**src/rtl/bus_selftest_master_if.sv**
```systemverilog
// -----------------------------------------------------------------------------
// bus_selftest_master_if
//   Word-wide CPU-style bus between the self-test master and the bus decoder.
//   The decoder routes addr_bus[31:28] = 0 to RAM, E to the display GPIO and
//   F to the LED GPIO. Reads have a latency of one clock: data for the address
//   presented in one cycle appears on Cpu_data4bus in the following cycle.
//
//   Signals
//     addr_bus      master -> slave   byte address of the word access
//     Cpu_data2bus  master -> slave   write data
//     mem_w         master -> slave   write strobe (one word per cycle)
//     Cpu_data4bus  slave  -> master  read data
// -----------------------------------------------------------------------------
interface bus_selftest_master_if;
  logic [31:0] addr_bus;
  logic [31:0] Cpu_data2bus;
  logic        mem_w;
  logic [31:0] Cpu_data4bus;

  modport master (
    output addr_bus,
    output Cpu_data2bus,
    output mem_w,
    input  Cpu_data4bus
  );

  modport slave (
    input  addr_bus,
    input  Cpu_data2bus,
    input  mem_w,
    output Cpu_data4bus
  );
endinterface : bus_selftest_master_if

```
**src/rtl/bus_selftest_master.sv**
```systemverilog
// -----------------------------------------------------------------------------
// bus_selftest_master
//   Bus-initiator RAM self test. On start it writes a pattern to N_WORDS RAM
//   words, reads every word back and compares it, then reports the result to
//   the display GPIO ({err_count, first_err}) and the LED GPIO (all on for a
//   clean run, low nibble only otherwise), and finally pulses done.
//
//   Pattern for word i:  {i[15:0], ~i[15:0]} ^ SEED
//
//   Cycle budget for one run, counting the first write cycle as 0:
//     writes 0..N-1, read/compare pairs N..3N-1, display report 3N,
//     LED report 3N+1, done pulse 3N+2.
//
//   Ports
//     clk        rising-edge clock
//     rst        synchronous, active-low reset
//     start      begin a run; honoured only in IDLE or DONE
//     bus        master side of the word bus (address, write data, strobe,
//                read data)
//     busy       high while a run is in progress (not in IDLE or DONE)
//     done       one-cycle pulse marking the end of a run
//     pass       last completed run had no mismatch; cleared by a new start
//     err_count  mismatch count of the last run, saturating at 16'hFFFF
//
//   Every output is decoded from registers only; the read data and start
//   input reach nothing but next-state logic.
// -----------------------------------------------------------------------------
module bus_selftest_master #(
  parameter int          N_WORDS = 16,            // 1..1024
  parameter logic [31:0] SEED    = 32'h1234_5678
) (
  input  logic                         clk,
  input  logic                         rst,
  input  logic                         start,
  bus_selftest_master_if.master        bus,
  output logic                         busy,
  output logic                         done,
  output logic                         pass,
  output logic [15:0]                  err_count
);

  typedef enum logic [2:0] {
    IDLE,
    WR,
    RD_ADDR,
    RD_CMP,
    REP_SEG,
    REP_LED,
    DONE
  } state_t;

  localparam logic [9:0]  LAST_IDX = 10'(N_WORDS - 1);
  localparam logic [15:0] NO_ERR   = 16'hFFFF;   // first_err value before any mismatch
  localparam logic [31:0] SEG_ADDR = 32'hE000_0000;
  localparam logic [31:0] LED_ADDR = 32'hF000_0000;
  localparam logic [7:0]  LED_OK   = 8'hFF;
  localparam logic [7:0]  LED_BAD  = 8'h0F;

  state_t      state, state_nxt;
  logic [9:0]  idx, idx_nxt;
  logic [15:0] err_count_nxt;
  logic [15:0] first_err, first_err_nxt;
  logic        pass_nxt;

  // Datapath helpers, all functions of registered state.
  logic [15:0] idx16;
  logic [31:0] pat;
  logic [31:0] word_addr;
  logic        last_idx;
  logic        mismatch;
  logic [7:0]  led;

  // Output decode targets.
  logic        mem_w_d;
  logic [31:0] addr_d;
  logic [31:0] wdata_d;
  logic        busy_d;
  logic        done_d;

  assign idx16     = {6'b0, idx};
  assign pat       = {idx16, ~idx16} ^ SEED;
  // Only ten index bits feed the address, so N_WORDS = 1024 wraps cleanly
  // without ever touching addr_bus[31:12].
  assign word_addr = {20'h0, idx, 2'b00};
  assign last_idx  = (idx == LAST_IDX);
  assign mismatch  = (bus.Cpu_data4bus != pat);
  assign led       = (err_count == 16'h0) ? LED_OK : LED_BAD;

  // ---------------------------------------------------------------------------
  // State and datapath registers
  // ---------------------------------------------------------------------------
  // NOTE: sequential state uses non-blocking assignments so every register
  // samples the pre-edge values of the others, independent of statement order.
  always_ff @(posedge clk) begin
    if (!rst) begin
      state     <= IDLE;
      idx       <= '0;
      err_count <= '0;
      first_err <= NO_ERR;
      pass      <= 1'b0;
    end else begin
      state     <= state_nxt;
      idx       <= idx_nxt;
      err_count <= err_count_nxt;
      first_err <= first_err_nxt;
      pass      <= pass_nxt;
    end
  end

  // ---------------------------------------------------------------------------
  // Next-state and output decode
  // ---------------------------------------------------------------------------
  // NOTE: every signal written here gets a default first, so no path through
  // the case statement can leave one unassigned and infer a latch.
  always_comb begin
    state_nxt     = state;
    idx_nxt       = idx;
    err_count_nxt = err_count;
    first_err_nxt = first_err;
    pass_nxt      = pass;

    mem_w_d       = 1'b0;
    addr_d        = '0;
    wdata_d       = '0;
    busy_d        = 1'b1;
    done_d        = 1'b0;

    unique case (state)
      IDLE: begin
        busy_d = 1'b0;
        if (start) begin
          state_nxt     = WR;
          idx_nxt       = '0;
          err_count_nxt = '0;
          first_err_nxt = NO_ERR;
          pass_nxt      = 1'b0;
        end
      end

      WR: begin
        mem_w_d = 1'b1;
        addr_d  = word_addr;
        wdata_d = pat;
        if (last_idx) begin
          state_nxt = RD_ADDR;
          idx_nxt   = '0;
        end else begin
          idx_nxt = idx + 10'd1;
        end
      end

      RD_ADDR: begin
        addr_d    = word_addr;
        state_nxt = RD_CMP;
      end

      // The address is held so the one-cycle-latency read data lines up with
      // the index it is compared against.
      RD_CMP: begin
        addr_d = word_addr;
        if (mismatch) begin
          if (err_count != 16'hFFFF) begin
            err_count_nxt = err_count + 16'd1;
          end
          // err_count is still zero only on the first mismatch of the run.
          if (err_count == 16'h0) begin
            first_err_nxt = idx16;
          end
        end
        if (last_idx) begin
          state_nxt = REP_SEG;
        end else begin
          state_nxt = RD_ADDR;
          idx_nxt   = idx + 10'd1;
        end
      end

      REP_SEG: begin
        mem_w_d   = 1'b1;
        addr_d    = SEG_ADDR;
        wdata_d   = {err_count, first_err};
        state_nxt = REP_LED;
      end

      REP_LED: begin
        mem_w_d   = 1'b1;
        addr_d    = LED_ADDR;
        wdata_d   = {22'h0, led, 2'b00};
        pass_nxt  = (err_count == 16'h0);
        state_nxt = DONE;
      end

      // A start seen while done is high chains straight into the next run.
      DONE: begin
        busy_d = 1'b0;
        done_d = 1'b1;
        if (start) begin
          state_nxt     = WR;
          idx_nxt       = '0;
          err_count_nxt = '0;
          first_err_nxt = NO_ERR;
          pass_nxt      = 1'b0;
        end else begin
          state_nxt = IDLE;
        end
      end

      default: begin
        busy_d    = 1'b0;
        state_nxt = IDLE;
      end
    endcase
  end

  assign bus.mem_w        = mem_w_d;
  assign bus.addr_bus     = addr_d;
  assign bus.Cpu_data2bus = wdata_d;
  assign busy             = busy_d;
  assign done             = done_d;

endmodule : bus_selftest_master
```
**src/flat_wrapper.sv**
```systemverilog
// flat-port wrapper written by rule: the top's interface ports become plain ports
module bus_selftest_master_flat 
#(
  parameter int          N_WORDS = 16,                      
  parameter logic [31:0] SEED    = 32'h1234_5678
)
  (clk, rst, start, busy, done, pass, err_count, bus_addr_bus, bus_Cpu_data2bus, bus_mem_w, bus_Cpu_data4bus);
  bus_selftest_master_if bus_i ();
  input  logic clk;
  input  logic rst;
  input  logic start;
  output logic busy;
  output logic done;
  output logic pass;
  output logic [15:0] err_count;
  output wire logic [$bits(bus_i.addr_bus)-1:0] bus_addr_bus;
  output wire logic [$bits(bus_i.Cpu_data2bus)-1:0] bus_Cpu_data2bus;
  output wire logic [$bits(bus_i.mem_w)-1:0] bus_mem_w;
  input wire logic [$bits(bus_i.Cpu_data4bus)-1:0] bus_Cpu_data4bus;
  assign bus_addr_bus = bus_i.addr_bus;
  assign bus_Cpu_data2bus = bus_i.Cpu_data2bus;
  assign bus_mem_w = bus_i.mem_w;
  assign bus_i.Cpu_data4bus = bus_Cpu_data4bus;
  bus_selftest_master #(.N_WORDS(N_WORDS), .SEED(SEED)) u_core (.clk(clk), .rst(rst), .start(start), .bus(bus_i), .busy(busy), .done(done), .pass(pass), .err_count(err_count));
endmodule
```
**config.mk**
```make
export PLATFORM = sky130hd
export DESIGN_NAME = bus_selftest_master_flat
export DESIGN_NICKNAME = d
export VERILOG_FILES = /design/src/rtl/bus_selftest_master_if.sv /design/src/rtl/bus_selftest_master.sv /design/src/flat_wrapper.sv
export SDC_FILE = /design/constraint.sdc
export NUM_CORES = 1
export LEC_CHECK = 0
export CAP_MARGIN = 5
export CORE_AREA = 5 5 103 86
export DETAILED_ROUTE_END_ITERATION = 10
export DIE_AREA = 0 0 108 91
export GPL_TIMING_DRIVEN = 0
export HOLD_SLACK_MARGIN = 0.12
export PLACE_DENSITY = 0.84
export SLEW_MARGIN = 25
export SYNTH_ARGS = -nofsm -noshare
export SYNTH_HDL_FRONTEND = slang
export SYNTH_SLANG_ARGS = --single-unit
```
**constraint.sdc**
```tcl
create_clock -name clk -period 4.76 [get_ports clk]
set_clock_uncertainty 0.05 [all_clocks]
set_input_delay 1.19 -clock clk [delete_from_list [all_inputs] [get_ports clk]]
set_output_delay 1.19 -clock clk [all_outputs]
set_load 0.02 [all_outputs]
```
Yosys cells after proc, flatten, opt, wreduce, memory -nomap -nowiden
Cells that the tools add are included.
{"block": "classes", "add_sub_neg": 2, "eq_ne": 16, "n_mux": 25, "bitwise_logic": 2, "n_reduce_logical": 14}
{"op": "32-bit one-hot mux with 3 select lines", "count": 2}
{"op": "16-bit two-way mux", "count": 6}
{"op": "16-bit one-hot mux with 2 select lines", "count": 2}
{"op": "32-bit by 29-bit != test with 1-bit output", "count": 1}
{"op": "10-bit two-way mux", "count": 3}
{"op": "10-bit one-hot mux with 3 select lines", "count": 1}
{"op": "3-bit one-hot mux with 7 select lines", "count": 1}
{"op": "16-bit by 1-bit adder with 16-bit output (second input constant)", "count": 1}
{"op": "16-bit zero test", "count": 1}
{"op": "16-bit != test (second input constant)", "count": 1}
{"op": "10-bit NOT with 16-bit output", "count": 1}
{"op": "12-bit NOT with 13-bit output", "count": 1}
{"op": "10-bit by 1-bit adder with 10-bit output (second input constant)", "count": 1}
{"op": "10-bit by 4-bit equality test with 1-bit output (second input constant)", "count": 1}
{"op": "2-bit by 1-bit != test with 1-bit output (second input constant)", "count": 5}
{"op": "3-bit equality test (second input constant)", "count": 3}
{"op": "3-bit two-way mux", "count": 3}
{"op": "8-bit two-way mux", "count": 1}
{"op": "4-bit AND reduction", "count": 2}
{"op": "3-bit by 2-bit equality test with 1-bit output (second input constant)", "count": 2}
{"op": "3-bit OR reduction", "count": 2}
{"op": "1-bit two-way mux", "count": 5}
{"op": "5-bit OR reduction", "count": 1}
{"op": "2-bit != test (second input constant)", "count": 2}
{"op": "other kinds (8)", "count": 10}
{"block": "totals", "reg_bits": 46, "inputBits": 35, "elab_cells": 64}

Longest topological paths before layout
{"block": "depth", "depth_word": 5, "depth_mapped": 9, "ltp_nobuf": 7}

Worst setup path before layout
Ideal clock, no wire load.
{"block": "synth_timing", "path_kind": "in2reg", "startpoint": "in bus_Cpu_data4bus[14]", "endpoint": "reg u_core.first_err[0]", "arrival_time_ns": 3.084, "slack_ns": 1.554, "path_stages": 7, "n_path_buf": 1, "path_cell_list": "nor4b_1 -> nand4b_1 -> or4_4 -> a2111oi_4 -> nand2b_1 -> buf_6 -> mux2i_1"}
{"block": "synth_via", "elab_chain_len": 3}
{"element": "start, declared", "line": "flat_wrapper.sv:19", "text": "input wire logic [$bits(bus_i.Cpu_data4bus)-1:0] bus_Cpu_data4bus;"}
{"element": "32-bit by 29-bit != test with 1-bit output", "line": "bus_selftest_master.sv:86", "text": "assign mismatch = (bus.Cpu_data4bus != pat);"}
{"element": "2-bit by 1-bit != test with 1-bit output (no source line)"}
{"element": "4-bit AND reduction (no source line)"}
{"element": "end signal, assigned", "line": "bus_selftest_master.sv:105", "text": "first_err <= first_err_nxt;"}
{"element": "end, declared", "line": "bus_selftest_master.sv:62", "text": "logic [15:0] first_err, first_err_nxt;"}
No other way between the ends.
A chain may end at the register's enable or synchronous reset.

Worst setup path after layout
{"block": "layout_timing", "startpoint": "reg u_core.state[2]", "endpoint": "out bus_Cpu_data2bus[9]"}
{"block": "layout_via", "elab_chain_len": 2, "word_cells_on_any_way": 4, "classes_between": "3 x eq/ne; 1 x mux"}
{"element": "start, declared", "line": "bus_selftest_master.sv:59", "text": "state_t state, state_nxt;"}
{"element": "start signal, assigned", "line": "bus_selftest_master.sv:102", "text": "state <= state_nxt;"}
{"element": "3-bit equality test / 3-bit by 1-bit equality test with 1-bit output (equally long branches)", "line": "bus_selftest_master.sv:128", "text": "unique case (state)"}
{"element": "32-bit one-hot mux with 3 select lines *", "line": "bus_selftest_master.sv:128"}
{"element": "end, declared", "line": "flat_wrapper.sv:17", "text": "output wire logic [$bits(bus_i.Cpu_data2bus)-1:0] bus_Cpu_data2bus;"}
Every way passes the cells marked *; elsewhere a longest branch is shown, timed or not.

==> results.md <==
* I/O Pins at 119
* Fraction of registers with async set/reset at 0%
* H-tree Lvls at 2
* Non-Filler Cell Area, Final at 4380 µm²
* Via Count at 3424
* Primary FF master, synth: dfxtp_1
* CP max FO at 10
* Footprint of the multi-input gates at 1950 µm²
* Final setup TNS at 0 ns
* Type of the worst setup path: register to output port
* Max Slew Vio Count at 0
* Via/cell ratio at 5.45
* Leak Pwr at 1.68 nW
* Largest net degree at the start of global routing at 14
* CTS tree: built
* Die area at 9830 µm²
* Cts bufs inserted at 5
* Clock-pin slew on the worst setup and hold paths at 0.09 ns
* PD cells at 195 nW/µm²
* Die width at 108 µm
* Final Hold Vio Count at 0
* Sequential share of the synthesized area at 26.7%
* Reg area at 821 µm²
* Post-synth EDFFs at 0
* Status: finished clean
* Antenna viol nets, final at 0
* First-pass DRT Iterations at 5
* Area growth, synth to finish at 42.7%
* Initial antenna violation count at 0
* Worst setup EP type: output port
* Fmax at 0.241 GHz
* Port bufs at 99
* Dpl cell area at 4260 µm²
* Fill count at 727
* Peak supply drop at 0.124 mV
* Final setup viols at 0
* Post-CTS Setup Inserts at 0
* Syn_area_per_cell at 7.75 µm²
* Global-route wire length before repair at 16.5 mm
* Hpwl dp at 7.96 mm
* Initial core utilization at 39.9%
* Initial DRC count at 326
* Core ar. at 7690 µm²
* Antenna cells at 0
* Distinct cells, synth at 59
* GRT Residual Overflow at 0
* Pre-CTS setup slack at 0.815 ns
* #FFs+latches synth at 41
* Final worst path period share at 87.1%
* Routed len/inst at 16.2 µm
* Total Power at 853 µW
* Type of the worst min-delay path: register to register
* CP arrival at 2.91 ns
* Hold buffer count at cts at 0
* Post-synthesis cell area at 3070 µm²
* Share of layout cells above drive strength 1 at 12.3%
* Clk_lat worst skew at 0.31 ns
* Post-CTS sizing at 0
* Synth Warn # at 0
* RSZ-0062 raised after global routing: no
* Final setup margin at 0.613 ns
* Worst-Margin Slew at 0.720 ns
* Critical Path RT at 3.52 ns
* Final wirelength at 10.2 mm
* MaxCap Viol Count at 0
* Period minus WS final at 4.15 ns
* Clock Tree Buf Depth at 2
* Vias in the first global route at 3292
* Placement Rows at 29
* Post-Synthesis Cells at 396
* Worst rel slew slack at 51.8%
* Root Buffer: clkbuf_8
* NumNets Final at 557
* Crit path launch type: register
* Die H at 91 µm
* Sink Count at 41
* GRT Total Usage at 20.5%
* GP Congestion at 0.910
* Reg2reg setup slack at 2.03 ns
* DR DRC count at 0
==> per-stage QoR <==
step                      util (%)  cells  hold WS (ns)
after floorplan                  -    413         0.368
after global placement        55.4    620         0.375
after detailed placement      55.4    620         0.392
after CTS                     56.9    628         0.412
after global routing          56.9    628         0.432
final                         56.9    628         0.407
==> layer usage <==
metal | GRT usage, % | routed length [µm] | up-vias
li1 | - | - | 1619
met1 | 27.1 | 4340 | 1612
met2 | 32.8 | 4770 | 170
met3 | 4.54 | 829 | 23
met4 | 7.68 | 261 | 0
met5 | 0 | 0 | -
==> cells by family (layout without fill, tap and decap cells) <==
group	after synthesis	in the layout	share of synthesized area (%)
and+or+nand+nor	184	184	34.1
AOI/OAI and AO/OA	89	89	20.4
buffers and inverters	60	167	11.9
DFF	41	41	26.7
muxes	11	11	3.59
xor gates and xnor gates	7	7	2.00
adders and majority gates	3	3	1.22
other	1	18	0.122
==> worst max-delay path: stages, from the launching register on <==
cell,delay (ns)
dfxtp_1,0.36
clkbuf_1,0.32
nand2b_1,0.20
nor2_1,0.33
clkbuf_1,0.50
a221o_1,0.28
clkdlybuf4s50_1,0.61
==> synthesized netlist by cell type, drive strengths merged, types with 3 or more instances <==
master | count | area share (%)
a21oi | 18 | 3.1
a22o | 6 | 1.7
and2 | 19 | 3.9
and3 | 6 | 1.2
and3b | 6 | 1.7
buf | 36 | 8.9
clkbuf | 17 | 2.1
dfxtp | 41 | 27
ha | 3 | 1.2
inv | 7 | 0.86
mux2i | 11 | 3.6
nand2 | 35 | 4.3
nand2b | 4 | 0.81
nand3 | 7 | 1.1
nand3b | 8 | 2.4
nand4 | 8 | 1.6
nor2 | 42 | 5.1
nor3 | 10 | 1.6
nor3b | 9 | 2.2
nor4b | 5 | 1.8
o211ai | 12 | 3.4
o21ai | 32 | 5.9
o22ai | 5 | 1.0
o31ai | 5 | 1.2
or3 | 5 | 1.2
or4 | 7 | 1.8
xnor2 | 5 | 1.4
==> worst paths after layout <==
path	start	endpoint	depth (start not counted)
worst max-delay path	u_core.state[2]$_SDFFE_PN0P_	bus_Cpu_data2bus[9]	6
worst min-delay path	u_core.first_err[14]$_SDFFE_PN1P_	u_core.first_err[14]$_SDFFE_PN1P_	1
worst max register to register	u_core.state[1]$_SDFFE_PN0P_	u_core.first_err[2]$_SDFFE_PN1P_	8
worst min register to register	u_core.first_err[14]$_SDFFE_PN1P_	u_core.first_err[14]$_SDFFE_PN1P_	1
==> cell type report <==
cell class                      count  area share (%)
Clock buffer                        6            1.89
Inverter                            7           0.600
Timing Repair Buffer               99            22.6
Sequential cell                    41            18.7
Multi-Input combinational cell    312            44.5
Buffer                             53            7.71
Clock inverter                      2           0.857
Tap cell                          108            3.08
==> power breakdown <==
group	internal [mW]	total (mW)	leakage, nW	switching [mW]
Sequential	0.353	0.360	0.333	0.00738
Combinational	0.0889	0.194	1.29	0.105
Clock	0.171	0.299	0.0574	0.128
Total	0.612	0.853	1.68	0.241
==> sequential cells by signal, summed over array words and instances (netlist names) <==
| signal | flops |
|---|---|
| u_core.err_count | 16 |
| u_core.first_err | 11 |
| u_core.idx | 10 |
| u_core.state | 3 |
| u_core.pass | 1 |
==> cells in the final DEF (no fill, tap or decap), drive strengths merged, types with 18 or more instances in the layout <==
master	synthesis	routed
nor2	42	42
buf	36	36
clkbuf	17	23
nand2	35	35
clkdlybuf4s50	0	99
o21ai	32	32
and2	19	19
a21oi	18	18
conb	1	18
dfxtp	41	41
(Power assumes the default switching activity.)
